File: src/rtl/fetch_unit.sv
// Fetch datapath: owns PC, MAR and IR, runs the instruction read handshake.
// Ports: control strobes in, mem req/ack out/in, instr/instr_valid/stall/pc/err out.
module fetch_unit #(
  parameter int          ADDR_W   = 16,
  parameter logic [ADDR_W-1:0] RESET_PC = '0,
  parameter int          TIMEOUT  = 15,
  parameter logic [15:0] NOP_WORD = 16'h0000
) (
  input  logic              clk,
  input  logic              reset_n,
  input  logic              MAR_LOAD,
  input  logic              INCR_PC,
  input  logic              IR_LOAD,
  input  logic              pc_load,
  input  logic [ADDR_W-1:0] pc_in,
  output logic              mem_req,
  output logic [ADDR_W-1:0] mem_addr,
  input  logic [15:0]       mem_rdata,
  input  logic              mem_ack,
  output logic [15:0]       instr,
  output logic              instr_valid,
  output logic              stall,
  output logic [ADDR_W-1:0] pc,
  output logic [1:0]        err
);

  typedef enum logic [1:0] {
    IDLE,
    REQ,
    WAIT
  } state_t;

  state_t            state;
  logic [ADDR_W-1:0] mar;
  logic [15:0]       ir;
  logic [7:0]        cnt;
  logic [8:0]        cnt_nxt;

  assign cnt_nxt  = {1'b0, cnt} + 9'd1;
  assign mem_addr = mar;
  assign instr    = ir;
  assign stall    = mem_req;

  always_ff @(posedge clk or negedge reset_n) begin
    if (!reset_n) begin
      state       <= IDLE;
      pc          <= RESET_PC;
      mar         <= '0;
      ir          <= '0;
      cnt         <= '0;
      mem_req     <= 1'b0;
      instr_valid <= 1'b0;
      err         <= 2'b00;
    end else begin
      instr_valid <= 1'b0;

      if (pc_load)
        pc <= pc_in;
      else if (INCR_PC)
        pc <= pc + ADDR_W'(1);

      // MAR samples the pre-edge PC
      if (MAR_LOAD)
        mar <= pc;

      unique case (state)
        IDLE: begin
          if (IR_LOAD) begin
            state   <= REQ;
            mem_req <= 1'b1;
          end
        end
        REQ: begin
          cnt <= '0;
          if (IR_LOAD)
            err[1] <= 1'b1;
          if (mem_ack) begin
            ir          <= mem_rdata;
            state       <= IDLE;
            mem_req     <= 1'b0;
            instr_valid <= 1'b1;
          end else begin
            state <= WAIT;
          end
        end
        WAIT: begin
          if (IR_LOAD)
            err[1] <= 1'b1;
          // a late ack on the final cycle still wins
          if (mem_ack) begin
            ir          <= mem_rdata;
            state       <= IDLE;
            mem_req     <= 1'b0;
            instr_valid <= 1'b1;
          end else if (cnt_nxt == 9'(TIMEOUT)) begin
            ir          <= NOP_WORD;
            err[0]      <= 1'b1;
            state       <= IDLE;
            mem_req     <= 1'b0;
            instr_valid <= 1'b1;
          end else begin
            cnt <= cnt_nxt[7:0];
          end
        end
        default: begin
          state   <= IDLE;
          mem_req <= 1'b0;
        end
      endcase
    end
  end

endmodule

File: config.mk
export PLATFORM = sky130hd
export DESIGN_NAME = fetch_unit
export DESIGN_NICKNAME = d
export VERILOG_FILES = /design/src/rtl/fetch_unit.sv
export SDC_FILE = /design/constraint.sdc
export NUM_CORES = 1
export LEC_CHECK = 0
export CAP_MARGIN = 25
export CORE_MARGIN = 4
export CORE_UTILIZATION = 40
export CTS_CLUSTER_DIAMETER = 200
export DETAILED_ROUTE_END_ITERATION = 8
export GPL_TIMING_DRIVEN = 0
export PLACE_DENSITY = 0.7
export SLEW_MARGIN = 20
export SYNTH_ARGS = -nofsm -noshare
export SYNTH_HDL_FRONTEND = slang
export SYNTH_SLANG_ARGS = --single-unit
File: constraint.sdc
create_clock -name clk -period 6 [get_ports clk]
set_input_delay 0.9 -clock clk [delete_from_list [all_inputs] [get_ports clk]]
set_output_delay 0.9 -clock clk [all_outputs]
set_load 0.02 [all_outputs]
=== Word level (Yosys, flattened, before mapping) ===
Cells that the tools add are included.

* Add/subtract/negate cells: 2
* Bitwise logic cells: 1
* Multiplexer cells: 23
* Reduce and logical (&&, ||, !) cells: 10
* Equal/unequal tests: 8

{| class="wikitable"
|+ Operators with widths
! cell !! number
|-
| 16-bit 2-to-1 mux || 5
|-
| 16-bit case mux with 2 select lines || 1
|-
| 16-bit by 1-bit adder with 16-bit output, second input constant || 1
|-
| 8-bit 2-to-1 mux || 2
|-
| 8-bit case mux with 2 select lines || 1
|-
| 3-bit AND reduction || 4
|-
| 8-bit by 1-bit adder with 9-bit output, second input constant || 1
|-
| 9-bit by 4-bit == test with 1-bit output, second input constant || 1
|-
| 2-bit 2-to-1 mux || 4
|-
| 2-bit != test, second input constant || 4
|-
| 1-bit 2-to-1 mux || 7
|-
| 2-bit case mux with 3 select lines || 1
|-
| 2-bit AND reduction || 2
|-
| 2-bit nonzero test || 2
|-
| 3-bit != test, second input constant || 1
|-
| 1-bit case mux with 3 select lines || 1
|-
| 2-bit by 1-bit == test with 1-bit output, second input constant || 1
|-
| 2-bit == test, second input constant || 1
|-
| 2-bit logical NOT || 1
|-
| 1-bit case mux with 2 select lines || 1
|-
| 2-bit OR reduction || 1
|-
| 1-bit NOT || 1
|}

* Word-level logic and storage cells: 53
* Output and inout bits: 53
* Flip-flop bits (word level): 62
* Input port bits: 39

=== Logic depth before layout (Yosys ltp) ===
Gate-level depths: netlist of run 1.

* Word-level depth: 5
* Depth in mapped cells: 8
* Mapped depth without buffers: 7

=== Worst setup path after synthesis of run 1 ===
No wires, ideal clock.

* Path type: input port to flip-flop
* From: input port INCR_PC
* To: register pc[15]
* Buffers on the path: 0
* Library setup time: 0.129 ns
* Required time: 5.871 ns
* Data arrival time: 1.923 ns
* Stages: 5
* Path slack: 3.948 ns
* Path through: nand4_1 or4_4 nor3_2 xnor2_1 o21ai_1

* Cells in the longest elaborated chain, start to end: 1

{| class="wikitable"
|+ RTL lines
! item !! line !! source
|-
| from (decl) || 12 || <nowiki>input logic INCR_PC,</nowiki>
|-
| 2-bit nonzero test (no line) || - ||
|-
| to (signal assigned) || 58 || <nowiki>pc <= pc_in;</nowiki>
|-
| to (signal assigned) || 60 || <nowiki>pc <= pc + ADDR_W'(1);</nowiki>
|-
| to (decl) || 23 || <nowiki>output logic [ADDR_W-1:0] pc,</nowiki>
|}

No other way between the ends.
A chain may end at the register's enable or synchronous reset.

=== Worst setup path in the final report of run 1 ===
* From: input port mem_ack
* To: register ir[10], in the netlist instr[10]

* Cells in the longest elaborated chain, start to end: 2
* Elaborated cells on any way between the ends: 5
* Those cells by class: eq/ne (2); mux (2); reduce/logical (1)

{| class="wikitable"
|+ RTL lines
! item !! line !! source
|-
| from (decl) || 19 || <nowiki>input logic mem_ack,</nowiki>
|-
| 3-bit != test (no line), or another cell as far along || - ||
|-
| 3-bit AND reduction (no line) or 16-bit case mux with 2 select lines (tied branches) || - ||
|-
| to (signal assigned) || 78 || <nowiki>ir <= mem_rdata;</nowiki>
|-
| to (signal assigned) || 91 || <nowiki>ir <= mem_rdata;</nowiki>
|-
| to (decl) || 35 || <nowiki>logic [15:0] ir;</nowiki>
|}

Parallel ways exist; a longest one is shown, timed or not.

==> results.json, run 1 <==
{
  "timing.rr.start": "cnt[1]",
  "clock_latency_ps": 340,
  "cts_resized": 0,
  "drt_iter0_drc": 91,
  "rrSetupSlack_ps": 3750,
  "ir_drop_v": 0.000209,
  "synth_top_family_by_area": "simple AND/OR/NAND/NOR gates",
  "power_density_nw_per_um2": 368,
  "clockRootBuffer": "clkbuf_8",
  "yosys.area.top_type": "dfrtp_1",
  "slew_headroom_pct": 61.7,
  "critPathRequiredTime_ps": 6260,
  "post-route-period-util_pct": 42.0,
  "clk_pin_slew_ps": 70,
  "arrival_ps": 2780,
  "yosysWarnings": 0,
  "yosys.area_share.xor_xnor_pct": 4.44,
  "hpwl_um": 5280,
  "slowest_stage": "clkdlybuf4s50_1",
  "finalNetCount": 441,
  "final_cells": 500,
  "synthCells": 294,
  "initial_utilization_pct": 41.0,
  "netlist_area_um2": 2960,
  "ys_seq_area_share_pct": 52.4,
  "cts_buffer_depth": 2,
  "io_buffers": 90,
  "cp_max_fo": 10,
  "rows": 31,
  "cts_tree": "done",
  "crit_top_cell": "clkbuf_1",
  "die_y_um": 94.0,
  "synth_area_per_cell_um2": 10.1,
  "layout-drive-gt1-share_pct": 11.0,
  "synth-simple-area-share_pct": 17.4,
  "grt_pass1_vias": 2436,
  "clock.fmax_mhz": 396,
  "rr_worst_depth": 7,
  "rsz0062_at_grt": "false",
  "grt-ovfl-total": 0,
  "fin_crit_ps": 2520,
  "drv_cap": 0,
  "ys_seq_elements": 62,
  "yosys-top-cells-area": "dfrtp_1 52%, nand2_1 8.6%, mux2_2 6.1%",
  "ys_async_sr_fraction_pct": 100,
  "placed_cells": 484,
  "grt_pass1_wl_um": 11700,
  "maxSlewViolCount": 0,
  "cp-end-kind": "register",
  "power.leakage_nw": 1.75,
  "hold_buffers": 0,
  "setup_viol": 0,
  "dp_worst_setup_slack_ps": 3120,
  "hold_viol": 0,
  "ys_types": 46,
  "grt_max_degree": 41,
  "hold_class": "input pin to async pin",
  "core_region_area_um2": 7210,
  "drtPass1Iterations": 4,
  "final_common_cell": "clkdlybuf4s50_1",
  "fin_setup_tns_ps": 0,
  "post_cts_buffers": 0,
  "synthMuxAreaShare_pct": 6.81,
  "ioPinCount": 92,
  "worst_slack_ps": 3480,
  "antenna_found_initial": 0,
  "via_count": 2510,
  "run_status": "finished clean",
  "wl_um": 7140,
  "critPathLaunchType": "input pin",
  "crit_chain": "clkdlybuf4s50_1 -> clkbuf_1 -> o21a_1 -> buf_2 -> clkbuf_1 -> nand2_1 -> a21oi_1",
  "dieWidth_um": 94.0,
  "ys.flop_type": "dfrtp_1",
  "fin_area_um2": 4200,
  "drc": 0,
  "grt_usage_pct": 16.9,
  "tightest_slew_ps": 574,
  "placed_cell_area_um2": 4000,
  "cts_buffers": 9,
  "power_mw": 1.55,
  "path_buf_inv": 4,
  "die-area_um2": 8840,
  "numClockSinks": 62,
  "synth_top_area_share_pct": 52.4,
  "regToRegEndpoint": "instr[10]",
  "place.gp.congestion": 0.790,
  "final_cell_mix": "89 x clkdlybuf4s50_1, 68 x nand2_1, 62 x dfrtp_1",
  "ant_nets": 0,
  "synth_nets": 339,
  "synth_edf_count": 0,
  "htreeDepth": 3,
  "worst-setup-path-type": "input pin to register",
  "num_antenna_cells": 0,
  "path_delay_family": "buffers and inverters",
  "slowest_delay_ps": 550,
  "clock_skew_ps": 9.54,
  "synth_fa_ha_area_share_pct": 2.54,
  "area_delta_synth_final_pct": 41.9,
  "wl_per_cell_um": 14.3,
  "synth-compound-area-share_pct": 12.8,
  "detail_route.vias_per_cell": 5.02
}
[where the power goes]
| part | internal [mW] | leakage, nW | switching [mW] |
|---|---|---|---|
| logic | 0.279 | 0.877 | 0.321 |
| clock network | 0.202 | 0.102 | 0.170 |
| registers | 0.511 | 0.774 | 0.0646 |
[cells by family after synthesis]
kind of cell             Yosys count
XOR/XNOR                          15
AO/OA/AOI/OAI                     61
buffers and inverters             23
flip-flops                        62
AND/OR/NAND/NOR                  109
multiplexers                      18
adder cells (fa/ha/maj)            6
[through the flow]
stage          utilization (%)  hold slack, ps
2_1_floorplan                -             446
3_3_place_gp              55.2             445
3_5_place_dp              55.5             450
4_1_cts                   58.2             442
5_1_grt                   58.2             449
6_report                  58.2             448
[metal layers]
layer | part of all wire, % | routed length [um] | GRT usage, % | vias up
li1 | - | - | - | 1218
met1 | 46 | 3310 | 22.2 | 1196
met2 | 45 | 3220 | 25.9 | 85
met3 | 6.7 | 479 | 5.13 | 11
met4 | 1.8 | 128 | 6.86 | 0
met5 | 0 | 0 | 0 | -
[final cells by class]
class	count	area (um2)
fill	673	3010
sequential	62	1550
multi-input combinational	209	1300
timing repair buffer	91	918
clock buffer	10	138
tap	99	124
buffer	14	73.8
clock inverter	6	61.3
inverter	9	33.8
[flip-flops by register name, indices dropped and copies added (netlist names)]
register     cells
cnt              8
err              2
instr           16
instr_valid      1
mem_addr        16
mem_req          1
pc              16
state            2
[worst max path at each step]
| stage | from | endpoint | slack, ps | depth (start not counted) |
|---|---|---|---|---|
| 5_1_grt | mem_ack | instr[13] | 3330 | 7 |
| 4_1_cts | mem_ack | instr[12] | 3470 | 7 |
| 2_1_floorplan | INCR_PC | pc[15] | 3950 | 5 |
| 3_3_place_gp | reset_n | instr[15] | 2000 | 1 |
| 6_report | mem_ack | instr[10] | 3480 | 7 |
| 3_5_place_dp | mem_ack | instr[13] | 3120 | 7 |
[cell usage after synthesis, types with 2 or more instances]
cell      number
o21ai_1        3
mux2_2        16
o21ai_0       21
inv_1          9
and3b_1        2
dfrtp_1       62
buf_2          2
and3_1         3
nand3_1        7
nand2_1       68
a21oi_1       18
o31ai_1        2
clkbuf_1       9
a21o_1         2
buf_6          2
nand4_1        4
nor3_1         4
nor2_1        10
ha_1           6
xnor2_1       10
nand4b_1       2
xor2_1         5
a22o_1         2
nor2b_1        3
No activity file was read; power rests on OpenSTA's default activity.
==> run 2: changes to the inputs <==
--- a/config.mk
+++ b/config.mk
@@ -11,7 +11,7 @@
 export CTS_CLUSTER_DIAMETER = 200
 export DETAILED_ROUTE_END_ITERATION = 8
 export GPL_TIMING_DRIVEN = 0
-export PLACE_DENSITY = 0.7
+export PLACE_DENSITY = 0.73
 export SLEW_MARGIN = 20
 export SYNTH_ARGS = -nofsm -noshare
 export SYNTH_HDL_FRONTEND = slang
==> constraint.sdc (replaced) <==
create_clock -name clk -period 2.1 [get_ports clk]
set_input_delay 0.315 -clock clk [delete_from_list [all_inputs] [get_ports clk]]
set_output_delay 0.315 -clock clk [all_outputs]
set_load 0.02 [all_outputs]
==> results.json, run 2 (synthesis gave the netlist of run 1 again) <==
{
  "run_status": "finished clean",
  "hold_class": "input pin to async pin",
  "final_common_cell": "clkdlybuf4s50_1",
  "via_count": 2513,
  "io_buffers": 90,
  "initial_utilization_pct": 41.0,
  "wl_um": 7370,
  "cp-end-kind": "register",
  "crit_chain": "ha_2 -> a311oi_1 -> a41oi_1 -> a211oi_2 -> nor3_1 -> o32a_1",
  "die_y_um": 94.0,
  "num_antenna_cells": 0,
  "hpwl_um": 5350,
  "drtPass1Iterations": 4,
  "slew_headroom_pct": 59.8,
  "critPathRequiredTime_ps": 2330,
  "grt_usage_pct": 17.4,
  "path_buf_inv": 0,
  "power.leakage_nw": 1.77,
  "ant_nets": 0,
  "numClockSinks": 62,
  "power_mw": 4.46,
  "path_delay_family": "compound AO/OA/AOI/OAI gates",
  "maxSlewViolCount": 0,
  "slowest_delay_ps": 420,
  "cp_max_fo": 6,
  "grt_pass1_wl_um": 12100,
  "clockRootBuffer": "clkbuf_8",
  "critPathLaunchType": "register",
  "ir_drop_v": 0.000811,
  "antenna_found_initial": 0,
  "grt-ovfl-total": 0,
  "detail_route.vias_per_cell": 5.00,
  "die-area_um2": 8840,
  "rsz0062_at_grt": "false",
  "power_density_nw_per_um2": 1050,
  "fin_util_pct": 59.0,
  "finalNetCount": 444,
  "grt_pass1_vias": 2489,
  "rows": 31,
  "drv_cap": 0,
  "drc": 0,
  "cts_buffer_depth": 2,
  "hold_ws_ps": 377,
  "wl_per_cell_um": 14.7,
  "clock_latency_ps": 340,
  "drt_iter0_drc": 113,
  "ioPinCount": 92,
  "fin_setup_tns_ps": 0,
  "clock.fmax_mhz": 504,
  "area_delta_synth_final_pct": 43.8,
  "clk_pin_slew_ps": 80,
  "slowest_stage": "a211oi_2",
  "arrival_ps": 2210,
  "tightest_slew_ps": 604,
  "post-route-period-util_pct": 94.5,
  "final_cell_mix": "89 x clkdlybuf4s50_1, 68 x nand2_1, 60 x dfrtp_1",
  "place.gp.congestion": 0.754,
  "worst-setup-path-type": "register to register",
  "fin_crit_ps": 1980,
  "core_region_area_um2": 7210,
  "clock_skew_ps": 6.36,
  "cts_tree": "done",
  "setup_viol": 0,
  "grt_max_degree": 49,
  "multi_input_area_um2": 1310,
  "cts_buffers": 9,
  "regArea_um2": 1550,
  "layout-drive-gt1-share_pct": 12.9,
  "htreeDepth": 3,
  "hold_viol": 0,
  "dieWidth_um": 94.0,
  "fill_cells": 641
}
-- run 2: final timing paths --
| path | from | end | slack, ps | cells past startpoint |
|---|---|---|---|---|
| min in group clk | MAR_LOAD | mem_addr[2] | 440 | 2 |
| hold reg to reg | err[0] | err[0] | 470 | 1 |
| setup / recovery | cnt[0] | mem_req | 120 | 6 |
| setup reg to reg | cnt[0] | mem_req | 120 | 6 |
| max in group asynchronous | reset_n | cnt[7] | 1210 | 3 |
| hold / removal | reset_n | mem_addr[0] | 380 | 2 |
-- run 2: power by group --
| part | switching (mW) | internal [mW] |
|---|---|---|
| combinational | 0.925 | 0.810 |
| clock | 0.524 | 0.564 |
| sequential | 0.173 | 1.46 |
| total | 1.62 | 2.83 |
-- run 2: layout make-up --
type                            instances  area share, %
Buffer                                 12           1.56
Clock buffer                            9           2.91
Clock inverter                          7           1.94
Inverter                                9          0.794
Multi-Input combinational cell        209           30.7
Sequential cell                        62           36.5
Tap cell                               99           2.91
Timing Repair Buffer                   96           22.7
-- run 2: metal layers --
| metal | up-vias | track usage [%] | routed length, um |
|---|---|---|---|
| met5 | - | 0 | 0 |
| met4 | 0 | 5.78 | 98 |
| met3 | 8 | 4.57 | 549 |
| met2 | 92 | 28.0 | 3390 |
| met1 | 1190 | 23.0 | 3330 |
| li1 | 1223 | - | - |
-- run 2: what timing repair did --
item | 4_1_cts | 5_1_grt
endpoints found under the setup margin | 18 | 18
pin swaps | 2 | 1
hold buffers | 1 | 0
gates resized for setup | 3 | 1
gates cloned | 0 | 0
hold endpoints to repair | 14 | 0
buffers inserted | 4 | 0
-- run 2: per-stage QoR --
| stage | instances | cell area [um2] | worst slack [ps] |
|---|---|---|---|
| after floorplan | 294 | 2960 | 179 |
| after global placement | 483 | 3980 | -1350 |
| after detailed placement | 484 | 4010 | -168 |
| after CTS | 505 | 4260 | 16.2 |
| after global routing | 503 | 4260 | 8.76 |
| final | 503 | 4260 | 116 |
==> run 3: changes to the inputs <==
--- a/config.mk
+++ b/config.mk
@@ -16,3 +16,4 @@
 export SYNTH_ARGS = -nofsm -noshare
 export SYNTH_HDL_FRONTEND = slang
 export SYNTH_SLANG_ARGS = --single-unit
+export TNS_END_PERCENT = 100
==> results of run 3 <==
Final layout, timing and power as in run 2 (identical DEF).
==> RTL edit, RTL diff (flow settings as in run 3) <==
The parameter `ADDR_W` goes from 16 to 17.
--- a/src/rtl/fetch_unit.sv
+++ b/src/rtl/fetch_unit.sv
@@ -2,5 +2,5 @@
 // Ports: control strobes in, mem req/ack out/in, instr/instr_valid/stall/pc/err out.
 module fetch_unit #(
-  parameter int          ADDR_W   = 16,
+  parameter int          ADDR_W   = 17,
   parameter logic [ADDR_W-1:0] RESET_PC = '0,
   parameter int          TIMEOUT  = 15,
Interface: changed (resized mem_addr, pc and pc_in); port bits go from 92 to 95. The function was not compared with the original's and may differ.
==> RTL edit against run 3 <==
  * Power is 5.0% higher
  * Sequential cell count is 2 higher
  * Cell area is 12% higher
  * Synthesized area is 7.3% higher
  * Worst setup slack worse by 0.056 ns
  * Routed wire length is 16% higher
  * Combinational power is 16% higher
  * Sequential power is 6% higher
  * Via count is 14% higher
  * Critical path type unchanged
==> RTL edit: results (changes against run 3) <==
| Metric | Value |
|---|---|
| Drt initial violations | `118 (+4.4%)` |
| GPL Wtd Cong | `0.839 (+11%)` |
| Sequential-to-total area share from yosys stat | `50.5% (-2.0 points)` |
| Post-Syn Nets | `361 (+6.5%)` |
| IO Port Bufs | `93 (+3.3%)` |
| Internal power | `2.90 mW (+2.2%)` |
| DR pass1 iterations | `4 (unchanged)` |
| DP HPWL | `5.85 mm (+9.5%)` |
| Place WS | `-0.479 ns (-0.312 ns)` |
| Dpl cell area | `0.00427 mm2 (+6.6%)` |
| Final wirelength | `8.54 mm (+16%)` |
| Library cells used by synthesis | `48 (+4.3%)` |
| Wire per inst | `15.6 um (+6.4%)` |
| Power Dens Cells | `984 mW/mm2 (-6.0%)` |
| Hold_ws | `0.339 ns (-0.0376 ns)` |
| Static Leakage | `1.96 nW (+11%)` |
| Max VDD drop | `0.647 mV (-20%)` |
| First-pass GRT wire length | `14.1 mm (+16%)` |
| DP Cell Count | `511 (+5.6%)` |
| Worst R2R Start | `cnt[7]$_DFFE_PN0P_` |
| Worst R2R Setup Slack | `0.06 ns (-0.06 ns)` |
| Synth area leaders | `dfrtp_1 (50%), nand2_1 (7.2%), mux2_2 (6.0%), o21ai_0 (4.1%), xor2_1 (3.3%)` |
| Fin Clk Skew | `0.00789 ns (+0.00153 ns)` |
| Worst Tran Pin Value | `0.586 ns (-0.0178 ns)` |
| Via count | `2867 (+14%)` |
| Post-CTS setup buffers | `11 (+7)` |
| # fillers | `617 (-3.7%)` |
| Comb. pwr | `2.00 mW (+16%)` |
| Largest net degree at the start of global routing | `57 (+16%)` |
| Total track usage | `18.1% (+0.64 points)` |
| CP arrival | `2.26 ns (+0.05 ns)` |
| Top cells by count, synth | `dfrtp_1 (64), nand2_1 (61), o21ai_0 (26), mux2_2 (17), a21oi_1 (14)` |
| # nets final | `487 (+9.7%)` |
| Post-Syn Instances | `315 (+7.1%)` |
| Share of layout cells above drive strength 1 | `22.9% (+10 points)` |
| Status | `completed` |
| CP Max Fanout | `10 (+4)` |
| Reg2reg end | `cnt[0]$_DFFE_PN0P_` |
==> RTL edit: kinds of logic (layout without fill, tap and decap cells) <==
logic type,count (synthesis),in the layout,synth area share (%)
AOI/OAI and AO/OA,75,75,15.6
xor gates and xnor gates,18,18,4.97
adders and majority gates,6,6,2.36
buffers and inverters,23,154,3.19
DFF,64,64,50.5
muxes,18,18,6.35
and+or+nand+nor,111,111,17.1
==> RTL edit: layout make-up <==
class | instances | share of cell area, %
plain buffers | 14 | 1.58
flip-flops and latches | 64 | 33.8
repair buffers | 116 | 23.7
multi-input cells | 228 | 33.7
clock inverters | 6 | 0.921
inverters | 8 | 0.631
well taps | 102 | 2.68
clock buffers | 10 | 2.89
==> RTL edit: per-layer routing <==
metal	share of wire (%)	vias to the layer above	GRT usage, %	routed length, um
met2	47	102	30.2	4030
met1	44	1385	22.0	3780
met5	0	-	0	0
met3	6.5	19	5.89	559
met4	2.0	0	6.05	171
li1	-	1361	-	-
==> RTL edit: worst max-delay path: stages (launching register included) <==
cell       delay [ns]
dfrtp_2          0.46
xor2_1           0.15
or4_4            0.49
a21oi_1          0.22
buf_4            0.23
a2111oi_2        0.08
a311o_1          0.29
==> RTL edit: how the worst max path moves through the flow <==
stage	start	to	slack, ns	cells past startpoint
finish	cnt[7]$_DFFE_PN0P_	cnt[0]$_DFFE_PN0P_	0.06	6
global placement	reset_n	instr[1]$_DFFE_PN0P_	-1.40	1
floorplan	cnt[1]$_DFFE_PN0P_	instr[10]$_DFFE_PN0P_	0.01	7
CTS	cnt[1]$_DFFE_PN0P_	instr[10]$_DFFE_PN0P_	-0.01	8
global route	cnt[1]$_DFFE_PN0P_	state[0]$_DFFE_PN0P_	-0.06	8
detailed placement	INCR_PC	pc[15]$_DFFE_PN0P_	-0.48	6
